`src/rtl/cnv_pkg.sv`:
```
// cnv_pkg: shared defaults, FSM encoding and width helper for the row convolution engine
package cnv_pkg;
  function automatic int clog2(input int n);
    int r;
    r = 0;
    while ((1 << r) < n) r++;
    return r;
  endfunction
  localparam int DATA_W_D = 8;
  localparam int PSUM_W_D = 24;
  localparam int BLOCK_DEPTH_D = 32;
  localparam int LANE_W = 2 * DATA_W_D + clog2(BLOCK_DEPTH_D);
  localparam logic [1:0] S_IDLE = 2'd0;
  localparam logic [1:0] S_MAC = 2'd1;
  localparam logic [1:0] S_HOLD = 2'd2;
  localparam logic [1:0] S_DRAIN = 2'd3;
endpackage

```
`src/rtl/cnv_row_gen_if.sv`:
```
// cnv_row_gen_if: valid/ready drain port carrying completed row psums
interface cnv_row_gen_if #(
  parameter int PSUM_W = 24
);
  logic out_vld;
  logic out_rdy;
  logic out_last;
  logic [PSUM_W-1:0] out_psum;
  modport master(output out_vld, out_psum, out_last, input out_rdy);
  modport slave(input out_vld, out_psum, out_last, output out_rdy);
endinterface

```
`src/rtl/cnv_mac_lane.sv`:
```
// cnv_mac_lane: one sequential flag-gated signed MAC lane stepping through a block by index
module cnv_mac_lane import cnv_pkg::*; #(
  parameter int DATA_W = DATA_W_D,
  parameter int BLOCK_DEPTH = BLOCK_DEPTH_D,
  parameter int LW = 2 * DATA_W + clog2(BLOCK_DEPTH),
  localparam int IW = clog2(BLOCK_DEPTH)
) (
  input  logic clk,
  input  logic rst_n,
  input  logic clr,
  input  logic en,
  input  logic [IW-1:0] idx,
  input  logic [BLOCK_DEPTH-1:0] flg_a,
  input  logic [BLOCK_DEPTH-1:0] flg_w,
  input  logic [DATA_W*BLOCK_DEPTH-1:0] act,
  input  logic [DATA_W*BLOCK_DEPTH-1:0] wei,
  output logic signed [LW-1:0] sum
);
  logic signed [DATA_W-1:0] a, w;
  logic signed [2*DATA_W-1:0] p;
  assign a = act[idx*DATA_W +: DATA_W];
  assign w = wei[idx*DATA_W +: DATA_W];
  assign p = a * w;
  always_ff @(posedge clk or negedge rst_n)
    if (!rst_n) sum <= '0;
    else if (clr) sum <= '0;
    else if (en && flg_a[idx] && flg_w[idx]) sum <= sum + LW'(p);
endmodule

```
`src/rtl/cnv_row_gen.sv`:
```
// cnv_row_gen: KSIZE-lane sparse row convolution, run-time-length row buffer and ordered drain
// PSUM_SAT_EN: when defined, accumulation saturates and flags err instead of wrapping
module cnv_row_gen import cnv_pkg::*; #(
  parameter int DATA_W = DATA_W_D,
  parameter int BLOCK_DEPTH = BLOCK_DEPTH_D,
  parameter int KSIZE = 3,
  parameter int LENROW_MAX = 16,
  parameter int PSUM_W = PSUM_W_D,
  localparam int CW = clog2(LENROW_MAX + 1)
) (
  input  logic clk,
  input  logic rst_n,
  input  logic [CW-1:0] cfg_lenrow,
  input  logic sta,
  input  logic [BLOCK_DEPTH-1:0] flg_act,
  input  logic [DATA_W*BLOCK_DEPTH-1:0] act,
  input  logic [KSIZE*BLOCK_DEPTH-1:0] flg_wei,
  input  logic [KSIZE*DATA_W*BLOCK_DEPTH-1:0] wei,
  input  logic [PSUM_W-1:0] psum_in,
  input  logic acc_pls,
  input  logic row_fnh,
  output logic busy,
  output logic mac_fnh,
  cnv_row_gen_if.master dn,
  output logic err
);
  localparam int IW = clog2(BLOCK_DEPTH);
  localparam int AW = clog2(LENROW_MAX);
  localparam int LW = 2 * DATA_W + IW;
  localparam int SUM_W = LW + clog2(KSIZE);
  localparam logic [IW:0] DONE = (IW + 1)'(BLOCK_DEPTH);
  logic [1:0] state;
  logic [IW:0] idx;
  logic [BLOCK_DEPTH-1:0] fa_r;
  logic [KSIZE*BLOCK_DEPTH-1:0] fw_r;
  logic [DATA_W*BLOCK_DEPTH-1:0] act_r;
  logic [KSIZE*DATA_W*BLOCK_DEPTH-1:0] wei_r;
  logic signed [LW-1:0] lane_sum [KSIZE];
  logic signed [SUM_W-1:0] tot;
  logic signed [PSUM_W-1:0] held;
  logic [PSUM_W-1:0] row_buf [LENROW_MAX];
  logic [PSUM_W-1:0] acc;
  logic [CW-1:0] cnt, cnt_n, len_r, rd, cfg_len;
  logic idle, mac, hold, drn, go, acc_do, fin_ok, xfer, last, sat, bad;
  genvar g;
  for (g = 0; g < KSIZE; g++) begin : g_lane
    cnv_mac_lane #(.DATA_W(DATA_W), .BLOCK_DEPTH(BLOCK_DEPTH), .LW(LW)) u_lane (
      .clk(clk), .rst_n(rst_n), .clr(go), .en(mac & ~idx[IW]), .idx(idx[IW-1:0]),
      .flg_a(fa_r), .flg_w(fw_r[g*BLOCK_DEPTH +: BLOCK_DEPTH]),
      .act(act_r), .wei(wei_r[g*DATA_W*BLOCK_DEPTH +: DATA_W*BLOCK_DEPTH]), .sum(lane_sum[g])
    );
  end
  always_comb begin
    tot = '0;
    for (int k = 0; k < KSIZE; k++) tot = tot + SUM_W'(lane_sum[k]);
  end
`ifdef PSUM_SAT_EN
  logic [PSUM_W:0] sum_x;
  assign sum_x = {held[PSUM_W-1], held} + {psum_in[PSUM_W-1], psum_in};
  assign sat = sum_x[PSUM_W] ^ sum_x[PSUM_W-1];
  assign acc = sat ? {sum_x[PSUM_W], {(PSUM_W - 1){~sum_x[PSUM_W]}}} : sum_x[PSUM_W-1:0];
`else
  assign sat = 1'b0;
  assign acc = held + psum_in;
`endif
  assign idle = state == S_IDLE;
  assign mac = state == S_MAC;
  assign hold = state == S_HOLD;
  assign drn = state == S_DRAIN;
  assign go = sta & (idle | hold);
  assign acc_do = acc_pls & hold & (cnt != len_r);
  assign cnt_n = cnt + CW'(acc_do);
  assign fin_ok = row_fnh & (idle | hold);
  assign xfer = drn & dn.out_rdy;
  assign last = drn && rd == cnt - 1'b1;
  assign cfg_len = (cfg_lenrow == '0 || cfg_lenrow > CW'(LENROW_MAX)) ? CW'(LENROW_MAX) : cfg_lenrow;
  // a full row, a premature accumulate and any command outside its legal states all latch err
  assign bad = ((acc_pls | sta | row_fnh) & (mac | drn)) | (acc_pls & idle) | (acc_pls & hold & ~acc_do) | (acc_do & sat);
  assign busy = mac | drn;
  assign dn.out_vld = drn;
  assign dn.out_last = last;
  assign dn.out_psum = drn ? row_buf[rd[AW-1:0]] : '0;
  always_ff @(posedge clk or negedge rst_n)
    if (!rst_n) begin
      state <= S_IDLE;
      idx <= '0;
      fa_r <= '0;
      fw_r <= '0;
      act_r <= '0;
      wei_r <= '0;
      held <= '0;
      cnt <= '0;
      rd <= '0;
      len_r <= CW'(LENROW_MAX);
      err <= 1'b0;
      mac_fnh <= 1'b0;
      for (int j = 0; j < LENROW_MAX; j++) row_buf[j] <= '0;
    end else begin
      mac_fnh <= 1'b0;
      cnt <= cnt_n;
      if (bad) err <= 1'b1;
      if (acc_do) row_buf[cnt[AW-1:0]] <= acc;
      if (fin_ok) len_r <= cfg_len;
      if (mac) idx <= idx + 1'b1;
      if (go) begin
        act_r <= act;
        wei_r <= wei;
        fa_r <= flg_act;
        fw_r <= flg_wei;
        idx <= '0;
      end
      // the extra cycle at idx==DONE lets the final lane adds settle before the result is held
      if (fin_ok && cnt_n != '0) begin
        state <= S_DRAIN;
        rd <= '0;
      end else if (go) state <= S_MAC;
      else if (mac && idx == DONE) begin
        state <= S_HOLD;
        held <= PSUM_W'(tot);
        mac_fnh <= 1'b1;
      end else if (xfer && last) begin
        state <= S_IDLE;
        cnt <= '0;
        rd <= '0;
        for (int j = 0; j < LENROW_MAX; j++) row_buf[j] <= '0;
      end else if (xfer) rd <= rd + 1'b1;
    end
endmodule

```
`src/flat_wrapper.sv`:
```
// flat-port wrapper written by rule: the top's interface ports become plain ports
module cnv_row_gen_flat import cnv_pkg::*;
#(
  parameter int DATA_W = DATA_W_D,
  parameter int BLOCK_DEPTH = BLOCK_DEPTH_D,
  parameter int KSIZE = 3,
  parameter int LENROW_MAX = 16,
  parameter int PSUM_W = PSUM_W_D,
  localparam int CW = clog2(LENROW_MAX + 1)
)
  (clk, rst_n, cfg_lenrow, sta, flg_act, act, flg_wei, wei, psum_in, acc_pls, row_fnh, busy, mac_fnh, err, dn_out_vld, dn_out_psum, dn_out_last, dn_out_rdy);
  cnv_row_gen_if #(.PSUM_W(PSUM_W)) dn_i ();
  input  logic clk;
  input  logic rst_n;
  input  logic [CW-1:0] cfg_lenrow;
  input  logic sta;
  input  logic [BLOCK_DEPTH-1:0] flg_act;
  input  logic [DATA_W*BLOCK_DEPTH-1:0] act;
  input  logic [KSIZE*BLOCK_DEPTH-1:0] flg_wei;
  input  logic [KSIZE*DATA_W*BLOCK_DEPTH-1:0] wei;
  input  logic [PSUM_W-1:0] psum_in;
  input  logic acc_pls;
  input  logic row_fnh;
  output logic busy;
  output logic mac_fnh;
  output logic err;
  output wire logic [$bits(dn_i.out_vld)-1:0] dn_out_vld;
  output wire logic [$bits(dn_i.out_psum)-1:0] dn_out_psum;
  output wire logic [$bits(dn_i.out_last)-1:0] dn_out_last;
  input wire logic [$bits(dn_i.out_rdy)-1:0] dn_out_rdy;
  assign dn_out_vld = dn_i.out_vld;
  assign dn_out_psum = dn_i.out_psum;
  assign dn_out_last = dn_i.out_last;
  assign dn_i.out_rdy = dn_out_rdy;
  cnv_row_gen #(.DATA_W(DATA_W), .BLOCK_DEPTH(BLOCK_DEPTH), .KSIZE(KSIZE), .LENROW_MAX(LENROW_MAX), .PSUM_W(PSUM_W)) u_core (.clk(clk), .rst_n(rst_n), .cfg_lenrow(cfg_lenrow), .sta(sta), .flg_act(flg_act), .act(act), .flg_wei(flg_wei), .wei(wei), .psum_in(psum_in), .acc_pls(acc_pls), .row_fnh(row_fnh), .busy(busy), .mac_fnh(mac_fnh), .dn(dn_i), .err(err));
endmodule
```
`config.mk`:
```
export PLATFORM = sky130hd
export DESIGN_NAME = cnv_row_gen_flat
export DESIGN_NICKNAME = d
export VERILOG_FILES = /design/src/rtl/cnv_pkg.sv /design/src/rtl/cnv_row_gen_if.sv /design/src/rtl/cnv_mac_lane.sv /design/src/rtl/cnv_row_gen.sv /design/src/flat_wrapper.sv
export SDC_FILE = /design/constraint.sdc
export NUM_CORES = 2
export LEC_CHECK = 0
export BUFFER_PORTS_ARGS = -buffer_cell sky130_fd_sc_hd__buf_2
export CORE_AREA = 3 3 478 480
export DETAILED_ROUTE_END_ITERATION = 7
export DIE_AREA = 0 0 481 483
export GPL_TIMING_DRIVEN = 0
export SLEW_MARGIN = 0
export SYNTH_ARGS = -nofsm -noshare
export SYNTH_HDL_FRONTEND = slang
export SYNTH_SLANG_ARGS = --single-unit
```
`constraint.sdc`:
```
create_clock -name clk -period 13.5 [get_ports clk]
set_input_delay 1.35 -clock clk [delete_from_list [all_inputs] [get_ports clk]]
set_output_delay 1.35 -clock clk [all_outputs]
set_load 0.05 [all_outputs]
```
==> metrics.csv <==
metric,value,unit
post_cts_buffers,0,
numCtsBuffers,186,
synth_seq_cells,1647,
synthToLayoutAreaGrowth,19.0,%
final_common_cell,nand2_1,
grt_antenna_before_repair,142,
dp_hpwl,347000,µm
synth_area_leaders,"dfrtp_1, nand2_1, mux4_2",
yosys_warnings,0,
cp-end-kind,flop,
initial_core_util,39.4,%
relSlewSlack,-0.0579,%
finalSetupViolCount,0,
synth_edf_count,0,
wl,434000,µm
start_kind,flop,
status,finished with violations,
cts_tree,done,
grt_pass1_vias,77500,
fmax,98.0,MHz
syn_nets,10800,
post_cts_resized,0,
ant_nets,0,
drive_above_1_share,20.5,%
die_height,483,µm
arrival,10.99,ns
htreeDepth,4,
hold_path.class,input pin to async pin,
synthDominantCellAreaShare,46.5,%
slew_violations,9,
avgViaCountPerCell,5.64,
yosys.area.top_type,dfrtp_1,
drcViolationCount,0,
grt_pass1_wl,596000,µm
num_vias,77700,
setup_tns,0,ns
required,14.29,ns
rsz0062_at_grt,false,
clkSinkCount,1647,
worstSkewPairLatency,0.88,ns
yosysUniqueCellTypes,72,
io_pins,1216,
port_buffers,1215,
avgSynthCellArea,9.70,µm²
clock_skew,0.0443,ns
nets,12200,
cts_buffer_depth,3,
synthFlopType,dfrtp_1,
violations,"capacitance limit, slew limit",
grt_usage,36.9,%
post_synth_inst_count,9125,
overflow,0,
dieArea,232000,µm²
drtIter0Drc,9154,
rows,174,
grt_max_degree,171,
core,225000,µm²
wl_per_cell,31.5,µm
drv_cap,1,
cp_max_fo,10,
cts_hold_buffers,0,
drt-pass1-iter-count,6,
fin_crit,10.20,ns
crit_type,flop to flop,
cts.reportedPaths.clkPinSlew,0.07,ns
fin_crit_sh,75.6,%
final_cell_mix,"nand2_1, dfrtp_1, buf_2",
async_flop_share,100,%
synth_area,88500,µm²
die_x,481,µm
cts_root_buf,clkbuf_16,
ys_seq_area_share,46.6,%
worst_slew_pin_slew,1.50,ns
gp_congestion,1.02,
hold_viol,0,
[layout make-up]
cell class	instances	area, µm²
antenna	95	238
buffer	567	2400
sequential	1647	41200
timing repair buffer	1238	6610
inverter	312	1170
fill	21600	119000
clock buffer	263	5280
clock inverter	72	925
tap	2992	3740
multi-input combinational	6599	43800
[cell families (layout without fill, tap and decap cells)]
logic type | Yosys count | in the layout | share of synthesized area (%)
DFF | 1647 | 1647 | 46.6
AOI/OAI and AO/OA | 708 | 708 | 4.71
adders and majority gates | 498 | 498 | 9.58
other | 0 | 95 | 0
buffers and inverters | 879 | 2452 | 4.00
xor gates and xnor gates | 107 | 107 | 1.06
muxes | 538 | 538 | 13.2
and+or+nand+nor | 4748 | 4748 | 20.9
[routing by layer]
metal / wire length, µm / vias to the layer above / GRT usage, %
met5: 264 / - / 0
met4: 32900 / 40 / 23.6
met3: 47100 / 997 / 11.1
met1: 164000 / 39600 / 47.2
met2: 190000 / 4442 / 54.4
li1: - / 32700 / -
[critical path: stages, from the launching register on]
cell and delay, ns:
dfrtp_1 0.62, buf_2 0.48, buf_2 0.44, buf_2 0.59, clkbuf_1 1.14, mux4_2 0.52
mux4_2 0.53, mux2i_4 0.43, nor2_1 0.14, fa_1 0.56, inv_1 0.07, fa_1 0.53
inv_1 0.05, fa_1 0.54, fa_1 0.46, fa_1 0.44, ha_1 0.39, nand3_1 0.10
o211ai_1 0.19, a2111o_1 0.48, a31oi_1 0.29, o21ai_0 0.31, a2111oi_0 0.50, o31ai_1 0.15
o21ai_1 0.09
[worst paths after layout]
| kind | from | endpoint | slack, ns | cells after the start |
|---|---|---|---|---|
| worst max-delay path | u_core.idx[1] | u_core.g_lane[0].u_lane.sum[17] | 3.30 | 24 |
| worst min-delay path | rst_n | u_core.row_buf[380] | 0.42 | 1 |
| worst max register to register | u_core.idx[1] | u_core.g_lane[0].u_lane.sum[17] | 3.30 | 24 |
| worst min register to register | u_core.wei_r[273] | u_core.wei_r[273] | 0.47 | 2 |
| max in group asynchronous | rst_n | u_core.wei_r[202] | 10.26 | 4 |
| min in group clk | u_core.wei_r[273] | u_core.wei_r[273] | 0.47 | 2 |
[registers in the layout, indices dropped and copies added, names as in the netlist, 6 cells and up]
register	cells
u_core.fw_r	96
u_core.g_lane.u_lane.sum	63
u_core.fa_r	32
u_core.act_r	256
u_core.wei_r	768
u_core.held	23
u_core.row_buf	384
u_core.idx	6
[cells in the mapped netlist (4+ instances only)]
master / count
fa_1: 299
xor2_1: 33
o31ai_1: 16
mux2i_4: 20
a41oi_1: 4
o21a_1: 10
a2111oi_0: 4
nor3_1: 55
buf_2: 46
mux2_2: 8
ha_1: 199
nand2_1: 4090
nor2_1: 331
mux2i_2: 6
inv_2: 11
nor2b_1: 17
and3_1: 44
dfrtp_1: 1646
o31ai_2: 12
buf_4: 8
or2_1: 14
a21o_1: 19
o21ai_1: 27
buf_6: 20
o211ai_1: 29
mux2i_1: 24
a31oi_1: 12
a21boi_0: 5
clkbuf_1: 451
or3_1: 6
nand4_1: 15
nand3_1: 81
nand2b_1: 29
nand3b_1: 6
a21oi_1: 345
nor3b_1: 5
inv_1: 301
and2_1: 41
mux4_2: 480
o21ai_0: 137
xnor2_1: 74
a211oi_1: 56
buf_1: 42
[per-stage QoR]
| step | hold WS [ns] | instance area [µm²] | setup slack [ns] | util [%] | std cells |
|---|---|---|---|---|---|
| detailed placement | 0.457 | 98900 | 3.48 | 44.0 | 13400 |
| global route | 0.463 | 105000 | 3.28 | 46.9 | 13700 |
| global placement | 0.453 | 98300 | -26.04 | 43.8 | 13300 |
| finish | 0.421 | 105000 | 3.30 | 46.9 | 13800 |
| CTS | 0.470 | 105000 | 3.42 | 46.8 | 13700 |
| floorplan | 0.440 | 88500 | 5.81 | - | 9125 |
Power is not shown: default switching activity piles up to over one toggle a cycle in this logic, so the estimate is an artifact.
